`src/rtl/clearable_ram.sv`:
```
// clearable_ram
// Single-clock RAM with per-lane write enables, a registered read port and a
// whole-array clear sweep.
//
// Parameters
//   MEM_SIZE  number of words (>= 1)
//   DATA_W    word width in bits
//   LANES     write-enable lanes; DATA_W must be a multiple of LANES
//
// Ports
//   clock       in   single clock, all logic on posedge
//   reset       in   synchronous, active-high; restarts the clear sweep
//   write       in   write request
//   wr_lane_en  in   per-lane write enable, lane k = bits [(k+1)*LANE_W-1 : k*LANE_W]
//   datain      in   write data
//   addr_w      in   write address
//   read        in   read request
//   addr_r      in   read address
//   clear       in   request to zero the whole array
//   dataout     out  registered read data (holds between reads)
//   rvalid      out  one-cycle pulse with each new read result
//   busy        out  high while the clear sweep runs; requests ignored
//   addr_err    out  one-cycle pulse for an accepted out-of-range request
//
// Optional feature
//   CLEARABLE_RAM_BYPASS_EN  when defined, a read that collides with an
//   accepted write to the same address returns the lane-merged new word;
//   otherwise the old word is returned.
//
// FSM states
//   state    | meaning
//   ---------+-----------------------------------------------------------
//   ST_CLEAR | sweep zeroes mem[clr_ptr], clr_ptr 0..MEM_SIZE-1; busy=1
//   ST_IDLE  | normal read/write service; clear starts a new sweep

module clearable_ram #(
    parameter  int MEM_SIZE = 6,
    parameter  int DATA_W   = 10,
    parameter  int LANES    = 2,
    localparam int LANE_W   = DATA_W / LANES,
    localparam int ADDR_W   = (MEM_SIZE > 1) ? $clog2(MEM_SIZE) : 1
) (
    input  logic              clock,
    input  logic              reset,
    input  logic              write,
    input  logic [LANES-1:0]  wr_lane_en,
    input  logic [DATA_W-1:0] datain,
    input  logic [ADDR_W-1:0] addr_w,
    input  logic              read,
    input  logic [ADDR_W-1:0] addr_r,
    input  logic              clear,
    output logic [DATA_W-1:0] dataout,
    output logic              rvalid,
    output logic              busy,
    output logic              addr_err
);

    typedef enum logic [0:0] {
        ST_CLEAR = 1'b0,
        ST_IDLE  = 1'b1
    } state_t;

    // One extra bit so MEM_SIZE itself is representable for range compares.
    localparam logic [ADDR_W:0]   MEM_SIZE_A = MEM_SIZE[ADDR_W:0];
    localparam logic [ADDR_W-1:0] LAST_ADDR  = ADDR_W'(MEM_SIZE - 1);

    logic [DATA_W-1:0] mem_q [MEM_SIZE];

    state_t            state_q,    state_d;
    logic [ADDR_W-1:0] clr_ptr_q,  clr_ptr_d;
    logic [DATA_W-1:0] dataout_q,  dataout_d;
    logic              rvalid_q,   rvalid_d;
    logic              addr_err_q, addr_err_d;

    logic              idle;
    logic              wr_req;
    logic              rd_req;
    logic              wr_in_range;
    logic              rd_in_range;
    logic              wr_acc;
    logic [DATA_W-1:0] lane_mask;
    logic [DATA_W-1:0] rd_old;
    logic [DATA_W-1:0] rd_data;

    logic              mem_we;
    logic [ADDR_W-1:0] mem_waddr;
    logic [DATA_W-1:0] mem_wdata;
    logic [DATA_W-1:0] mem_wmask;

    // Expand per-lane enables into a per-bit mask.
    always_comb begin
        lane_mask = '0;
        for (int k = 0; k < LANES; k++) begin
            lane_mask[k*LANE_W +: LANE_W] = {LANE_W{wr_lane_en[k]}};
        end
    end

    always_comb begin
        idle        = (state_q == ST_IDLE);
        wr_req      = write && idle;
        rd_req      = read  && idle;
        wr_in_range = ({1'b0, addr_w} < MEM_SIZE_A);
        rd_in_range = ({1'b0, addr_r} < MEM_SIZE_A);
        wr_acc      = wr_req && wr_in_range;
    end

    // Read data path, including the optional same-address write bypass.
    always_comb begin
        rd_old = '0;
        if (rd_in_range) begin
            rd_old = mem_q[addr_r];
        end
        rd_data = rd_old;
`ifdef CLEARABLE_RAM_BYPASS_EN
        if (rd_in_range && wr_acc && (addr_w == addr_r)) begin
            rd_data = (rd_old & ~lane_mask) | (datain & lane_mask);
        end
`endif
    end

    // Array write port: the sweep owns it while busy, the user port otherwise.
    // Nothing is written in a reset cycle.
    always_comb begin
        mem_we    = 1'b0;
        mem_waddr = '0;
        mem_wdata = '0;
        mem_wmask = '0;
        if (!reset) begin
            if (state_q == ST_CLEAR) begin
                mem_we    = 1'b1;
                mem_waddr = clr_ptr_q;
                mem_wdata = '0;
                mem_wmask = '1;
            end else if (wr_acc) begin
                mem_we    = 1'b1;
                mem_waddr = addr_w;
                mem_wdata = datain;
                mem_wmask = lane_mask;
            end
        end
    end

    always_comb begin
        state_d    = state_q;
        clr_ptr_d  = clr_ptr_q;
        dataout_d  = dataout_q;
        rvalid_d   = 1'b0;
        addr_err_d = 1'b0;

        case (state_q)
            ST_CLEAR: begin
                if (clr_ptr_q == LAST_ADDR) begin
                    state_d   = ST_IDLE;
                    clr_ptr_d = '0;
                end else begin
                    clr_ptr_d = clr_ptr_q + 1'b1;
                end
            end
            ST_IDLE: begin
                // Read and write in the clear cycle still complete; the sweep
                // begins at the following edge.
                if (clear) begin
                    state_d   = ST_CLEAR;
                    clr_ptr_d = '0;
                end
                if (rd_req) begin
                    rvalid_d  = 1'b1;
                    dataout_d = rd_data;
                end
                if ((rd_req && !rd_in_range) || (wr_req && !wr_in_range)) begin
                    addr_err_d = 1'b1;
                end
            end
            default: begin
                state_d   = ST_CLEAR;
                clr_ptr_d = '0;
            end
        endcase
    end

    always_ff @(posedge clock) begin
        if (reset) begin
            state_q    <= ST_CLEAR;
            clr_ptr_q  <= '0;
            dataout_q  <= '0;
            rvalid_q   <= 1'b0;
            addr_err_q <= 1'b0;
        end else begin
            state_q    <= state_d;
            clr_ptr_q  <= clr_ptr_d;
            dataout_q  <= dataout_d;
            rvalid_q   <= rvalid_d;
            addr_err_q <= addr_err_d;
        end
    end

    always_ff @(posedge clock) begin
        if (mem_we) begin
            mem_q[mem_waddr] <= (mem_q[mem_waddr] & ~mem_wmask) | (mem_wdata & mem_wmask);
        end
    end

    assign dataout  = dataout_q;
    assign rvalid   = rvalid_q;
    assign busy     = (state_q == ST_CLEAR);
    assign addr_err = addr_err_q;

endmodule

```
`config.mk`:
```
export PLATFORM = sky130hd
export DESIGN_NAME = clearable_ram
export DESIGN_NICKNAME = d
export VERILOG_FILES = /design/src/rtl/clearable_ram.sv
export SDC_FILE = /design/constraint.sdc
export NUM_CORES = 1
export LEC_CHECK = 0
export ABC_AREA = 1
export BUFFER_PORTS_ARGS = -buffer_cell sky130_fd_sc_hd__buf_2
export CORE_MARGIN = 2
export CORE_UTILIZATION = 30
export CTS_CLUSTER_SIZE = 16
export DETAILED_ROUTE_END_ITERATION = 8
export PLACE_DENSITY_LB_ADDON = 0.3
export RECOVER_POWER = 50
export SLEW_MARGIN = 30
export SYNTH_ARGS = -nofsm -noshare
export SYNTH_HDL_FRONTEND = slang
export SYNTH_SLANG_ARGS = --single-unit
```
`constraint.sdc`:
```
create_clock -name clock -period 2.4 [get_ports clock]
set_clock_uncertainty 0.05 [all_clocks]
set_input_delay 0.48 -clock clock [delete_from_list [all_inputs] [get_ports clock]]
set_output_delay 0.48 -clock clock [all_outputs]
set_load 0.01 [all_outputs]
```
==> results of run 1 <==
[final cells by class]
cell class / instances / area (um^2)
flip-flops and latches: 76 / 2122
repair buffers: 59 / 339.1
well taps: 172 / 215.2
clock buffers: 14 / 317.8
fillers: 1300 / 7975
inverters: 48 / 180.2
clock inverters: 2 / 10.01
multi-input cells: 310 / 1409
[registers in the layout (all words and copies together), names as in the netlist]
register	count
clr_ptr_q	3
addr_err	1
mem_q	60
rvalid	1
idle	1
dataout	10
[synth_stat cells]
| cell | number | area (um^2) |
|---|---|---|
| a211oi_1 | 1 | 7.510 |
| a21oi_1 | 37 | 185.2 |
| buf_2 | 1 | 5.000 |
| buf_4 | 4 | 30.03 |
| buf_6 | 3 | 33.78 |
| clkbuf_1 | 15 | 56.30 |
| clkinv_1 | 2 | 7.510 |
| dfxtp_1 | 16 | 320.3 |
| edfxtp_1 | 60 | 1802 |
| inv_1 | 42 | 157.7 |
| inv_2 | 4 | 15.01 |
| nand2_1 | 136 | 510.5 |
| nand2_2 | 2 | 12.51 |
| nand2_4 | 1 | 11.26 |
| nand3_1 | 52 | 260.3 |
| nand3_2 | 1 | 10.01 |
| nand3b_1 | 10 | 75.07 |
| nor2_1 | 24 | 90.09 |
| nor3_1 | 2 | 10.01 |
| nor4_1 | 2 | 12.51 |
| o21ai_0 | 32 | 160.2 |
| o22ai_1 | 10 | 62.56 |
[stage by stage]
| step | total power [uW] | std cells | setup slack (ns) | instance area [um^2] | hold WS, ns |
|---|---|---|---|---|---|
| 2_1_floorplan | 1770 | 457 | 0.2586 | 3841 | 0.4277 |
| 3_3_place_gp | 1900 | 665 | 0.3119 | 4299 | 0.4092 |
| 3_5_place_dp | 1903 | 665 | 0.3142 | 4299 | 0.4120 |
| 4_1_cts | 3332 | 681 | 0.4070 | 4627 | 0.3887 |
| 5_1_grt | 3437 | 681 | 0.1816 | 4593 | 0.4296 |
| 6_report | 3301 | 681 | 0.3135 | 4593 | 0.3923 |
[worst max-delay path, cell delays in order, from the launching register on]
cell      delay (ns)
dfxtp_1         0.44
nand2_1         0.10
inv_1           0.11
nand2_1         0.08
nand2_1         0.06
nand3_1         0.12
inv_1           0.24
nand2_1         0.13
nor2_1          0.14
clkbuf_1        0.29
[metal layers]
metal	part of all wire [%]	vias to the layer above	GRT usage, %
li1	-	1629	-
met1	46	1557	21.77
met2	44	129	24.43
met3	6.6	27	3.502
met4	3.5	0	9.882
met5	0	-	0
[kinds of logic (layout without fill, tap and decap cells)]
group	count (synthesis)	after routing
simple gates	230	230
compound gates	80	80
flops	76	76
buf+inv	71	123
[worst paths after layout]
kind                            startpoint      endpoint  slack, ns  depth (start not counted)
worst max-delay path                  idle   mem_q[4][2]       0.31                          9
worst min register to register  dataout[1]    dataout[1]       0.42                          2
worst min-delay path                 clear  clr_ptr_q[0]       0.39                          4
worst max register to register        idle   mem_q[4][2]       0.31                          9
[where the power goes]
part | internal, uW | switching [uW] | total, uW
registers | 1490 | 24.9 | 1510
clock network | 914 | 514 | 1430
logic | 112 | 247 | 359
==> metrics.md, run 1 <==
| Metric | Value |
|---|---|
| Outcome | `finished, final reports clean` |
| Net Count, Synth | `480` |
| Commonest non-fill, non-tap cells in the layout | `nand2_1, edfxtp_1, nand3_1, inv_1, a21oi_1` |
| Crit path max fanout | `7` |
| RSZ-0062 raised after global routing | `false` |
| Initial Utilization | `between 30 and 40%` |
| GP Congestion | `~0.8` |
| All-Layer GR Usage | `16.35%` |
| Setup crit end kind | `flop` |
| YS warnings | `0` |
| Total gr overflow | `0` |
| Share of layout cells above drive strength 1 | `12.57%` |
| CP Data Arrival Time | `just over 2 ns` |
| Worst hold path class | `input port to flop` |
| Setup-failing EPs final | `0` |
| CTS tree | `done` |
| CTS clock-pin slew for the worst setup and hold paths | `about 0.060 ns` |
| Total CTS buffers | `9` |
| Nets | `~530` |
| Max VDD drop | `~0.34 mV` |
| Pleak | `slightly below 0.002 uW` |
| Setup CP Type | `flop to flop` |
| Synth unique cells | `22` |
| Max H-tree Level | `3` |
| Chip width | `between 100 and 150 um` |
| Minimum clock period | `2.087 ns` |
| Largest net degree at the start of global routing | `42` |
| Largest family of logic cells by synthesized area | `simple AND/OR/NAND/NOR gates` |
| Max-slew violations | `0` |
| First-pass GRT wire length | `roughly 17000 um` |
| Pre-antenna DRT Iters | `5` |
| 1st-iter DRT viols | `about 360` |
| Clock root buffer | `clkbuf_16` |
| Final wirelength | `between 10000 and 15000 um` |
| Clk buf depth | `2` |
| Worst slew margin | `between 50% and 60%` |
| Post-DR vias/cell | `around 5` |
| Clk Latency, worst-skew pair | `0.34 ns` |
| Synth Cell Area | `roughly 3800 um^2` |
| Vias in the first global route | `roughly 3200` |
| Finished Core Util | `36.55%` |
| Total power per unit cell area | `~720 nW/um^2` |
| Post-synthesis mux area share | `0%` |
| Synth Instances | `457` |
| Vias post-DR | `3342` |
| IO buf count | `35` |
| Routed Antenna Nets | `0` |
| Post-CTS sizing | `0` |
| Die area | `about 14000 um^2` |
| Commonest non-fill, non-tap cell in the layout | `nand2_1` |
| FP Rows | `41` |
| WP data required | `between 2 and 2.5 ns` |
| Placeable Area | `approximately 13000 um^2` |
| DR WL/cell | `15.28 um` |
| Simple-gate share of the synthesized area | `25.87%` |
| Post-Synth XOR/XNOR Area | `0%` |
| Post-CTS setup buffers | `0` |
| Final Cycle Share | `around 87%` |
| Kind of launch point of the worst setup path | `flop` |
| Die H | `around 120 um` |
| Compound-Gate Fraction of Synth Area | `between 10% and 20%` |
| Least-Margin Pin Slew | `0.7352 ns` |
| Post-synthesis area per instance | `between 8 and 9 um^2` |
| Initial antenna violation count | `0` |
| Synth Area in Adders | `0%` |
| #FFs+latches synth | `76` |
| DRC | `0` |
| Final hold violations | `0` |
| Area overhead of the layout relative to synthesis | `19.77%` |
| Hold buffers post-CTS | `0` |
| IO Count | `36` |
| Max Fclk | `479.3 MHz` |
| Setup TNS | `0 ns` |
| Seq/Total Area, Yosys | `55.33%` |
| Post-DP HPWL | `~7200 um` |
| Number of clock sinks | `76` |
| Max_cap viols | `0` |
| ANT cells | `0` |
(Power assumes the default switching activity.)
==> run 2: changes to the inputs <==
==> constraint.sdc (replaced) <==
create_clock -name clock -period 2.42 [get_ports clock]
set_clock_uncertainty 0.05 [all_clocks]
set_input_delay 0.484 -clock clock [delete_from_list [all_inputs] [get_ports clock]]
set_output_delay 0.484 -clock clock [all_outputs]
set_load 0.01 [all_outputs]
==> run 2 against run 1 <==
- non-clock buffer count grew 1
- clock power is essentially flat
- fmax shrank 2.3%
- combinational power is essentially flat
- hold slack gained 0.0082 ns
- cell count grew 0.15%
- largest cell class unchanged
- power shrank 0.11%
- setup slack lost 0.030 ns
- register-to-register slack lost 0.03 ns
- global-route usage grew 0.053 points
- critical path depth shrank 3
- die area is the same
==> metrics.md, run 2 (synthesized netlist as in run 1, its figures left out) <==
| Metric | Value |
|---|---|
| Outcome | `finished, final reports clean` |
| Biggest register | `mem_q` |
| Hold buffers post-CTS | `0` |
| Number of clock sinks | `76` |
| All-Layer GR Usage | `16.40%` |
| Pre-CTS setup slack | `0.3233 ns` |
| Commonest non-fill, non-tap cell in the layout | `nand2_1` |
| Setup CP Type | `flop to flop` |
| Die H | `between 100 and 150 um` |
| Initial antenna violation count | `0` |
| Nets | `between 500 and 600` |
| Setup-failing EPs final | `0` |
| Vias post-DR | `between 3000 and 4000` |
| First-pass GRT wire length | `around 17000 um` |
| Total gr overflow | `0` |
| Pleak | `approximately 0.0019 uW` |
| Clock root buffer | `clkbuf_16` |
| Setup crit end kind | `flop` |
| Clk Latency, worst-skew pair | `about 0.34 ns` |
| WP data required | `between 2 and 2.5 ns` |
| Tot Pwr | `about 3300 uW` |
| Initial Utilization | `30.51%` |
| Worst hold path class | `input port to flop` |
| Placed Instances | `666` |
| ANT cells | `0` |
| Fin worst setup slack | `roughly 0.28 ns` |
| Commonest non-fill, non-tap cells in the layout | `nand2_1, edfxtp_1, nand3_1, inv_1, a21oi_1` |
| IO buf count | `35` |
| HP Start | `clear` |
| Total CTS buffers | `9` |
| Setup TNS | `0 ns` |
| Total power per unit cell area | `~720 nW/um^2` |
| Register-to-register setup slack | `approximately 0.28 ns` |
| CP Data Arrival Time | `2.07 ns` |
| Routed Antenna Nets | `0` |
| Least-Margin Pin Slew | `around 0.7 ns` |
| Share of layout cells above drive strength 1 | `around 13%` |
| Max Fclk | `between 400 and 500 MHz` |
| Final wirelength | `about 10000 um` |
| Area overhead of the layout relative to synthesis | `19.93%` |
| Layout Cells excl Fill | `682` |
| Minimum clock period | `2.136 ns` |
| 1st-iter DRT viols | `between 300 and 400` |
| FP Rows | `41` |
| Post-CTS sizing | `0` |
| Vias in the first global route | `around 3200` |
| Max reg flops | `60` |
| GP Congestion | `between 0.8 and 0.9` |
| RSZ-0062 raised after global routing | `false` |
| Max-slew violations | `0` |
| Pre-antenna DRT Iters | `4` |
| Post-DR vias/cell | `between 4 and 5` |
| Finished Core Util | `a little over a third` |
| Clk buf depth | `2` |
| Post-DP HPWL | `roughly 7300 um` |
| Max_cap viols | `0` |
| Crit path from | `idle` |
| Crit path max fanout | `15` |
| DR WL/cell | `roughly 15 um` |
| CTS tree | `done` |
| Kind of launch point of the worst setup path | `flop` |
| CTS clock-pin slew for the worst setup and hold paths | `0.06 ns` |
| Chip width | `approximately 120 um` |
| IO Count | `36` |
| Reg-to-Reg Start | `idle` |
| Largest net degree at the start of global routing | `42` |
| DRC | `0` |
| Max VDD drop | `about 0.34 mV` |
| Worst slew margin | `between 50% and 60%` |
| Placeable Area | `roughly 13000 um^2` |
| Final Cycle Share | `between 80% and 90%` |
| Post-CTS setup buffers | `0` |
| Final hold violations | `0` |
| Die area | `between 10000 and 15000 um^2` |
| Max H-tree Level | `3` |
## run 2: cell types whose count changed in the layout (fill, tap and decap cells not counted), sizes merged
cell / previous run / this run
clkbuf: 32 / 35
buf: 41 / 40
clkinv: 4 / 3
## run 2: final cells by class
| type | count | area (um^2) |
|---|---|---|
| Tap cell | 172 | 215.2 |
| Fill cell | 1282 | 7969 |
| Clock inverter | 1 | 5.005 |
| Sequential cell | 76 | 2122 |
| Clock buffer | 15 | 331.6 |
| Timing Repair Buffer | 60 | 336.6 |
| Multi-Input combinational cell | 310 | 1409 |
| Inverter | 48 | 180.2 |
## run 2: critical path: stages (launching register included)
cell      delay (ns)
dfxtp_1         0.46
inv_1           0.21
nand2_1         0.12
nand2_2         0.08
buf_4           0.20
nor4_2          0.25
clkbuf_1        0.40
## run 2: final timing paths
| kind | end | cells past startpoint |
|---|---|---|
| setup reg to reg | mem_q[0][4] | 6 |
| setup / recovery | mem_q[0][4] | 6 |
| hold / removal | clr_ptr_q[0] | 4 |
| hold reg to reg | dataout[5] | 2 |
## run 2: metal layers
| layer | vias up | track usage [%] | part of all wire [%] | wire, um |
|---|---|---|---|---|
| li1 | 1631 | - | - | - |
| met1 | 1537 | 22.06 | 47 | 4945 |
| met2 | 88 | 25.78 | 45 | 4679 |
| met3 | 18 | 2.987 | 5.7 | 592 |
| met4 | 0 | 7.608 | 2.3 | 239 |
| met5 | - | 0 | 0 | 0 |
## run 2: report_power, final
group | internal (uW) | switching [uW]
registers | 1480 | 24.7
logic | 110 | 247
clock network | 937 | 502
## run 2: stage by stage
| stage | cell area, um^2 | hold WS (ns) |
|---|---|---|
| floorplan | 3841 | 0.4277 |
| CTS | 4643 | 0.3915 |
| finish | 4599 | 0.4005 |
| global route | 4599 | 0.4230 |
| detailed placement | 4307 | 0.4102 |
| global placement | 4307 | 0.4084 |
